--- config.mk ---
export PLATFORM = sky130hd
export DESIGN_NAME = iq_sample_fifo
export DESIGN_NICKNAME = d
export VERILOG_FILES = /design/src/rtl/iq_sample_fifo.sv
export SDC_FILE = /design/constraint.sdc
export NUM_CORES = 2
export LEC_CHECK = 0
export CORE_ASPECT_RATIO = 1.25
export CORE_MARGIN = 2
export CORE_UTILIZATION = 55
export CTS_CLUSTER_SIZE = 20
export DETAILED_ROUTE_END_ITERATION = 8
export PLACE_DENSITY = 0.71
export SLEW_MARGIN = 20
export SYNTH_ARGS = -nofsm -noshare
export SYNTH_HDL_FRONTEND = slang
export SYNTH_SLANG_ARGS = --single-unit
--- constraint.sdc ---
create_clock -name clk_in -period 6.5 [get_ports clk_in]
set_input_delay 1.3 -clock clk_in [delete_from_list [all_inputs] [get_ports clk_in]]
set_output_delay 1.3 -clock clk_in [all_outputs]
set_load 0.01 [all_outputs]
--- src/rtl/iq_sample_fifo.sv ---
// IQ sample FIFO between the DDC output and the MCU bus interface.
// Stores {I,Q} pairs, pops with one-cycle latency, and reports level and sticky error status.
module iq_sample_fifo #(
  parameter int DEPTH       = 64,
  parameter int AW          = 6,
  parameter int READY_LEVEL = 16
) (
  input  logic               clk_in,
  input  logic               reset_n,
  input  logic signed [15:0] in_I,
  input  logic signed [15:0] in_Q,
  input  logic               in_valid,
  input  logic               rd_req,
  input  logic               flush,
  input  logic               flag_clear,
  output logic signed [15:0] out_I,
  output logic signed [15:0] out_Q,
  output logic               out_valid,
  output logic [AW:0]        level,
  output logic               empty,
  output logic               full,
  output logic               data_ready,
  output logic               overflow,
  output logic               underflow,
  output logic [7:0]         drop_cnt
);

  // Handshake: in_valid and rd_req are single-cycle strobes with no back-pressure.
  // full/empty are advisory; a strobe issued against them is recorded as a drop or
  // an underflow instead of stalling. out_valid pulses one cycle after an accepted pop.

  localparam logic [AW:0] FULL_LVL  = (AW+1)'(DEPTH);
  localparam logic [AW:0] READY_LVL = (AW+1)'(READY_LEVEL);

  logic [31:0]   mem [DEPTH];
  logic [AW-1:0] wr_ptr;
  logic [AW-1:0] rd_ptr;

  logic wr_en;
  logic rd_en;
  logic drop_ev;
  logic unf_ev;

  assign empty      = (level == '0);
  assign full       = (level == FULL_LVL);
  assign data_ready = (level >= READY_LVL);

  // A pop against a full FIFO frees a slot, so a concurrent write is accepted.
  assign rd_en   = rd_req & ~flush & ~empty;
  assign wr_en   = in_valid & ~flush & (~full | rd_req);
  assign drop_ev = in_valid & ~flush & full & ~rd_req;
  assign unf_ev  = rd_req & ~flush & empty;

  always_ff @(posedge clk_in) begin
    if (wr_en) mem[wr_ptr] <= {in_I, in_Q};
  end

  always_ff @(posedge clk_in or negedge reset_n) begin
    if (!reset_n) begin
      wr_ptr    <= '0;
      rd_ptr    <= '0;
      level     <= '0;
      out_I     <= '0;
      out_Q     <= '0;
      out_valid <= 1'b0;
    end else if (flush) begin
      wr_ptr    <= '0;
      rd_ptr    <= '0;
      level     <= '0;
      out_valid <= 1'b0;
    end else begin
      out_valid <= rd_en;
      if (wr_en) wr_ptr <= wr_ptr + AW'(1);
      if (rd_en) begin
        rd_ptr         <= rd_ptr + AW'(1);
        {out_I, out_Q} <= mem[rd_ptr];
      end
      case ({wr_en, rd_en})
        2'b10:   level <= level + (AW+1)'(1);
        2'b01:   level <= level - (AW+1)'(1);
        default: level <= level;
      endcase
    end
  end

  // Events in the same cycle as flag_clear win over the clear.
  always_ff @(posedge clk_in or negedge reset_n) begin
    if (!reset_n) begin
      overflow  <= 1'b0;
      underflow <= 1'b0;
      drop_cnt  <= '0;
    end else begin
      if (drop_ev)         overflow <= 1'b1;
      else if (flag_clear) overflow <= 1'b0;

      if (unf_ev)          underflow <= 1'b1;
      else if (flag_clear) underflow <= 1'b0;

      if (flag_clear)                      drop_cnt <= drop_ev ? 8'd1 : 8'd0;
      else if (drop_ev && drop_cnt != '1)  drop_cnt <= drop_cnt + 8'd1;
    end
  end

endmodule

# ---- Yosys cells after proc, flatten, opt, wreduce, memory -nomap -nowiden
# Memory sizes are Yosys's and may differ from the RTL's. A register that Yosys moved wholly into a read port is not among the register bits.
# Cells that the tools add are included.
dict set report classes {
  add_sub_neg 5
  magnitude_cmp 1
  eq_ne 4
  muxes 15
  bitwise_logic 12
  reduce_logical 10
}
# cell n
set op_table {}
lappend op_table {{$mux W6} 4}
lappend op_table {{$mux W8} 2}
lappend op_table {{$pmux W7 S2} 1}
lappend op_table {{$add A6 B1 Y6 const B} 2}
lappend op_table {{$reduce_bool A2 Y1} 5}
lappend op_table {{$add A8 B1 Y8 const B} 1}
lappend op_table {{$ne A8 B8 Y1 const B} 1}
lappend op_table {{$add A7 B1 Y7 const B} 1}
lappend op_table {{$and A1 B1 Y1} 7}
lappend op_table {{$eq A7 B7 Y1 const B} 1}
lappend op_table {{$ge A7 B5 Y1 const B} 1}
lappend op_table {{$logic_not A7 Y1} 1}
lappend op_table {{$mux W1} 7}
lappend op_table {{$mux W7} 1}
lappend op_table {{$sub A7 B1 Y7 const B} 1}
lappend op_table {{$not A1 Y1} 4}
lappend op_table {{$reduce_bool A3 Y1} 1}
lappend op_table {{$eq A2 B1 Y1 const B} 1}
lappend op_table {{$eq A2 B2 Y1 const B} 1}
lappend op_table {{$reduce_and A2 Y1} 1}
lappend op_table {{$logic_and A1 B1 Y1} 1}
lappend op_table {{$logic_not A1 Y1} 1}
lappend op_table {{$or A1 B1 Y1} 1}
dict set report totals {
  regBits 30
  mem_bits_rw 2048
  input_bits 38
  output_inout_bits 53
  wordCells 55
  n_memories 1
}
# memory words word_bits rd rd_clocked_by_memory_dff wr line
set mem_list {}
lappend mem_list {mem 64 32 1 1 1 35} ;# logic [31:0] mem [DEPTH];

# ---- Logic depth before layout (Yosys ltp)
dict set report logic_depth {
  ltp_word 7
  mapped_depth 12
  mapped_depth_nobuf 10
}

# ---- Worst setup path after synthesis
# OpenSTA, ideal clock, no wires.
dict set report synth_path {
  kind {input -> register}
  startpoint {in rd_req}
  endpoint {mem mem[63][0] (enable)}
  setup_time_ns 0.421
  t_arrival_ns 3.891
  required_time_ns 6.079
  slack_ns 2.188
  cell_stages 7
  n_path_buf 2
  cell_sequence {clkbuf_1 > inv_1 > a41oi_1 > and2_1 > nand3_1 > buf_2 > nor2_1}
}
dict set report synth_between {
  elab_chain_cells 4
}
# element line
set synth_rtl {}
lappend synth_rtl {{start: declaration} 13} ;# input logic rd_req,
lappend synth_rtl {{$or A1 B1 Y1} 50} ;# assign wr_en = in_valid & ~flush & (~full | rd_req);
lappend synth_rtl {{$and A1 B1 Y1} 50}
lappend synth_rtl {{$mux W1} 55} ;# if (wr_en) mem[wr_ptr] <= {in_I, in_Q};
lappend synth_rtl {{$mux W1 (implied by the code)} 55}
lappend synth_rtl {{end: declaration} 35}
# No other way between the ends.

# ---- Final worst setup path
dict set report layout_path {
  startpoint {in rd_req}
  endpoint {mem mem[54][10] (enable)}
}
# The elaborated chain is that of the path after synthesis.

==> impl_metrics.py <==
metrics = {
    "cells_and_area": {
        "fill_cells": 9776,
        "nets": 3968,
        "drive_gt1_share_pct": 24.8,
        "area_growth_syn_to_layout_pct": 12.1,
    },
    "outcome": {
        "status": "finished, final reports clean",
    },
    "floorplanning": {
        "die-area_um2": 151000,
        "die_w_um": 348,
        "start_util_pct": 55.4,
        "core_um2": 147000,
        "ios": 91,
        "num_rows": 157,
        "die_height_um": 434,
    },
    "logic_synthesis": {
        "synth.net_count": 3766,
        "ys_ff_latch": 2110,
        "synth_cell_types": 62,
        "synth_warnings": 0,
        "synth_edf_count": 2048,
        "syn_area_um2": 81200,
        "synth_seq_area_share_pct": 77.6,
        "syn_avg_cell_area_um2": 21.8,
        "ys.flop_type": "edfxtp_1",
        "ys_async_sr_fraction_pct": 2.94,
        "synthCells": 3723,
    },
    "clock_tree": {
        "clk_path_buf_depth": 3,
        "cts_buffers": 187,
        "cts_tree": "yes",
        "htree_num_levels": 4,
        "clk_latency_ns": 0.83,
        "post-cts-setup-buffers": 0,
        "clkTransAtPathRegs_ns": 0.06,
        "cts_resized": 0,
        "clock-sinks": 2110,
        "postCtsHoldBufs": 0,
        "ctsRootBufferMaster": "clkbuf_16",
    },
    "power": {
        "power.total_mw": 32.1,
        "irDropWorstVdd_v": 0.000315,
        "total_leakage_power_nw": 27.6,
        "power_density_nw_per_um2": 352,
    },
    "route": {
        "drc": 0,
        "first_pass_iters": 7,
        "antenna_left": 0,
        "viasPerCell": 6.70,
        "drt_wl_total_mm": 211,
        "drt_iter0_drc": 5846,
        "vias": 40200,
        "wl_per_cell_um": 35.3,
    },
    "timing": {
        "fin_setup_tns_ns": 0,
        "fin_crit_ns": 4.85,
        "tightest_slew_ns": 1.25,
        "fin_ws_ns": 1.65,
        "setup_violations": 0,
        "hold_ws_ns": 0.521,
        "finalHoldViolCount": 0,
        "slew_violations": 0,
        "final.setup_skew_ns": 0.0292,
        "fmax_ghz": 0.206,
        "rsz0062_at_grt": "no",
        "relSlewSlack_pct": 14.7,
        "final.period_utilization_pct": 74.6,
    },
    "global_routing": {
        "grt.total_usage_pct": 28.3,
        "grt_overflow_total": 0,
        "antenna_found_initial": 7,
        "grt_first_pass_wirelength_mm": 297,
        "grt_start_max_net_pins": 109,
        "grt_pass1_vias": 39100,
    },
    "min_path": {
        "hp-start": "overflow",
        "hold_path_class": "reg -> reg",
    },
    "worst_setup_path": {
        "setup.worst_path.start_class": "input pin",
        "crit_start": "rd_req",
        "ff2ff_setup_slack_ns": 2.13,
        "crit_type": "in -> reg",
        "required_ns": 6.99,
        "crit_fanout": 17,
        "cp-end-kind": "flop",
        "timing.rr.start": "level[1]",
        "cp_data_arrival_time_ns": 5.34,
    },
    "run": {
        "max-cap-violations": 0,
    },
    "placement": {
        "place_congestion": 0.937,
        "io_buffers": 90,
        "preCtsSetupSlack_ns": 0.934,
        "dp_hpwl_mm": 124,
    },
}
==> cells by family (layout without fill, tap and decap cells) <==
group	count (synthesis)	count (layout)	share of synthesized area, %
DFF	2110	2110	77.6
muxes	704	704	15.9
and+or+nand+nor	370	370	2.04
AOI/OAI and AO/OA	293	293	2.65
buffers and inverters	224	582	1.50
xor gates and xnor gates	17	17	0.183
adders and majority gates	5	5	0.0770
other	0	8	0
==> final cells by class <==
cell class / count / area (um2) / share of cell area [%]
Clock inverter: 99 / 883 / 0.970
Sequential cell: 2110 / 63100 / 69.3
Inverter: 11 / 43.8 / 0.0481
Antenna cell: 8 / 20.0 / 0.0220
Clock buffer: 246 / 5080 / 5.58
Multi-Input combinational cell: 1389 / 17500 / 19.3
Tap cell: 1908 / 2390 / 2.62
Timing Repair Buffer: 226 / 2020 / 2.22
==> report_power, final <==
group | switching, mW | total (mW) | internal, mW
Combinational | 3.14 | 5.72 | 2.58
Clock | 4.79 | 10.9 | 6.09
Sequential | 0.407 | 15.5 | 15.1
Total | 8.34 | 32.1 | 23.7
==> Yosys cell counts (9+ instances only) <==
library cell	count	area share, %
nand2_1	65	0.30
a221oi_1	19	0.20
a2111oi_0	41	0.44
nand3_1	35	0.22
buf_1	14	0.065
o21ai_0	32	0.20
mux2_2	18	0.25
buf_2	78	0.48
mux2i_1	218	2.7
nor3_1	23	0.14
a31oi_1	10	0.077
a211o_1	11	0.12
o221ai_1	18	0.19
a22oi_1	21	0.19
a311oi_1	10	0.11
buf_4	30	0.28
o22ai_1	51	0.39
clkbuf_1	69	0.32
a21oi_1	34	0.21
dfrtp_1	62	1.9
xnor2_1	9	0.097
edfxtp_1	2048	76
mux4_2	468	13
nor2_1	179	0.83
nor2b_1	12	0.092
nand2b_1	12	0.092
buf_6	22	0.31
==> layout by cell type (no fill, tap or decap), types with 8 or more instances in the layout <==
cell,count
edfxtp_1,2048
mux4_2,468
mux2i_1,218
clkbuf_16,195
buf_4,135
nor2_1,114
nand2_1,64
nor2_4,64
dfrtp_1,57
clkdlybuf4s50_1,57
o22ai_1,51
clkbuf_1,50
clkinv_2,39
nand3_1,35
clkinv_1,35
a21oi_1,34
o21ai_0,32
a2111oi_0,24
nor3_1,23
a22oi_1,21
a221oi_1,19
o221ai_1,18
mux2_2,18
buf_2,18
bufinv_16,15
buf_12,12
nand2b_1,11
a211o_1,11
a31oi_1,10
nor2b_1,9
xnor2_1,9
diode_2,8
or3_1,8
a311oi_1,8
xor2_1,8
nand4_1,8
a2111oi_2,8
a2111oi_1,8
a221o_1,8
==> worst max-delay path, stage by stage <==
cell	delay (ns)
clkdlybuf4s50_1	0.67
inv_1	0.12
a41oi_1	0.88
and2_1	0.34
nand2_1	0.75
nor2_4	0.83
buf_4	0.41
==> worst paths after layout <==
check	end	cells past startpoint
worst max-delay path	mem[54][10]	7
max in group asynchronous	rd_ptr[1]	1
worst min-delay path	overflow	2
min in group asynchronous	level[5]	1
worst max register to register	mem[54][10]	6
worst min register to register	overflow	2
==> state kept, by name, indices dropped and copies added (netlist names) <==
signal and flops:
out_valid 1, wr_ptr 6, rd_ptr 6, out_Q 16, drop_cnt 8, level 7
mem 2048, underflow 1, overflow 1, out_I 16
==> per-stage QoR <==
stage,utilization (%),area (um2),std cells
after global routing,62.1,91000,5990
final,62.1,91000,5997
after CTS,62.0,90900,5984
after floorplan,-,81200,3723
after detailed placement,58.0,84900,5639
after global placement,57.9,84800,5637
==> layer usage <==
metal,global-route usage [%],vias to the layer above,share of wire (%)
li1,-,16100,-
met1,37.5,21300,36
met2,45.9,2386,49
met3,6.01,418,10
met4,12.4,4,5.1
met5,0,-,0.012
Note: power is estimated with default switching activity, not from simulation.
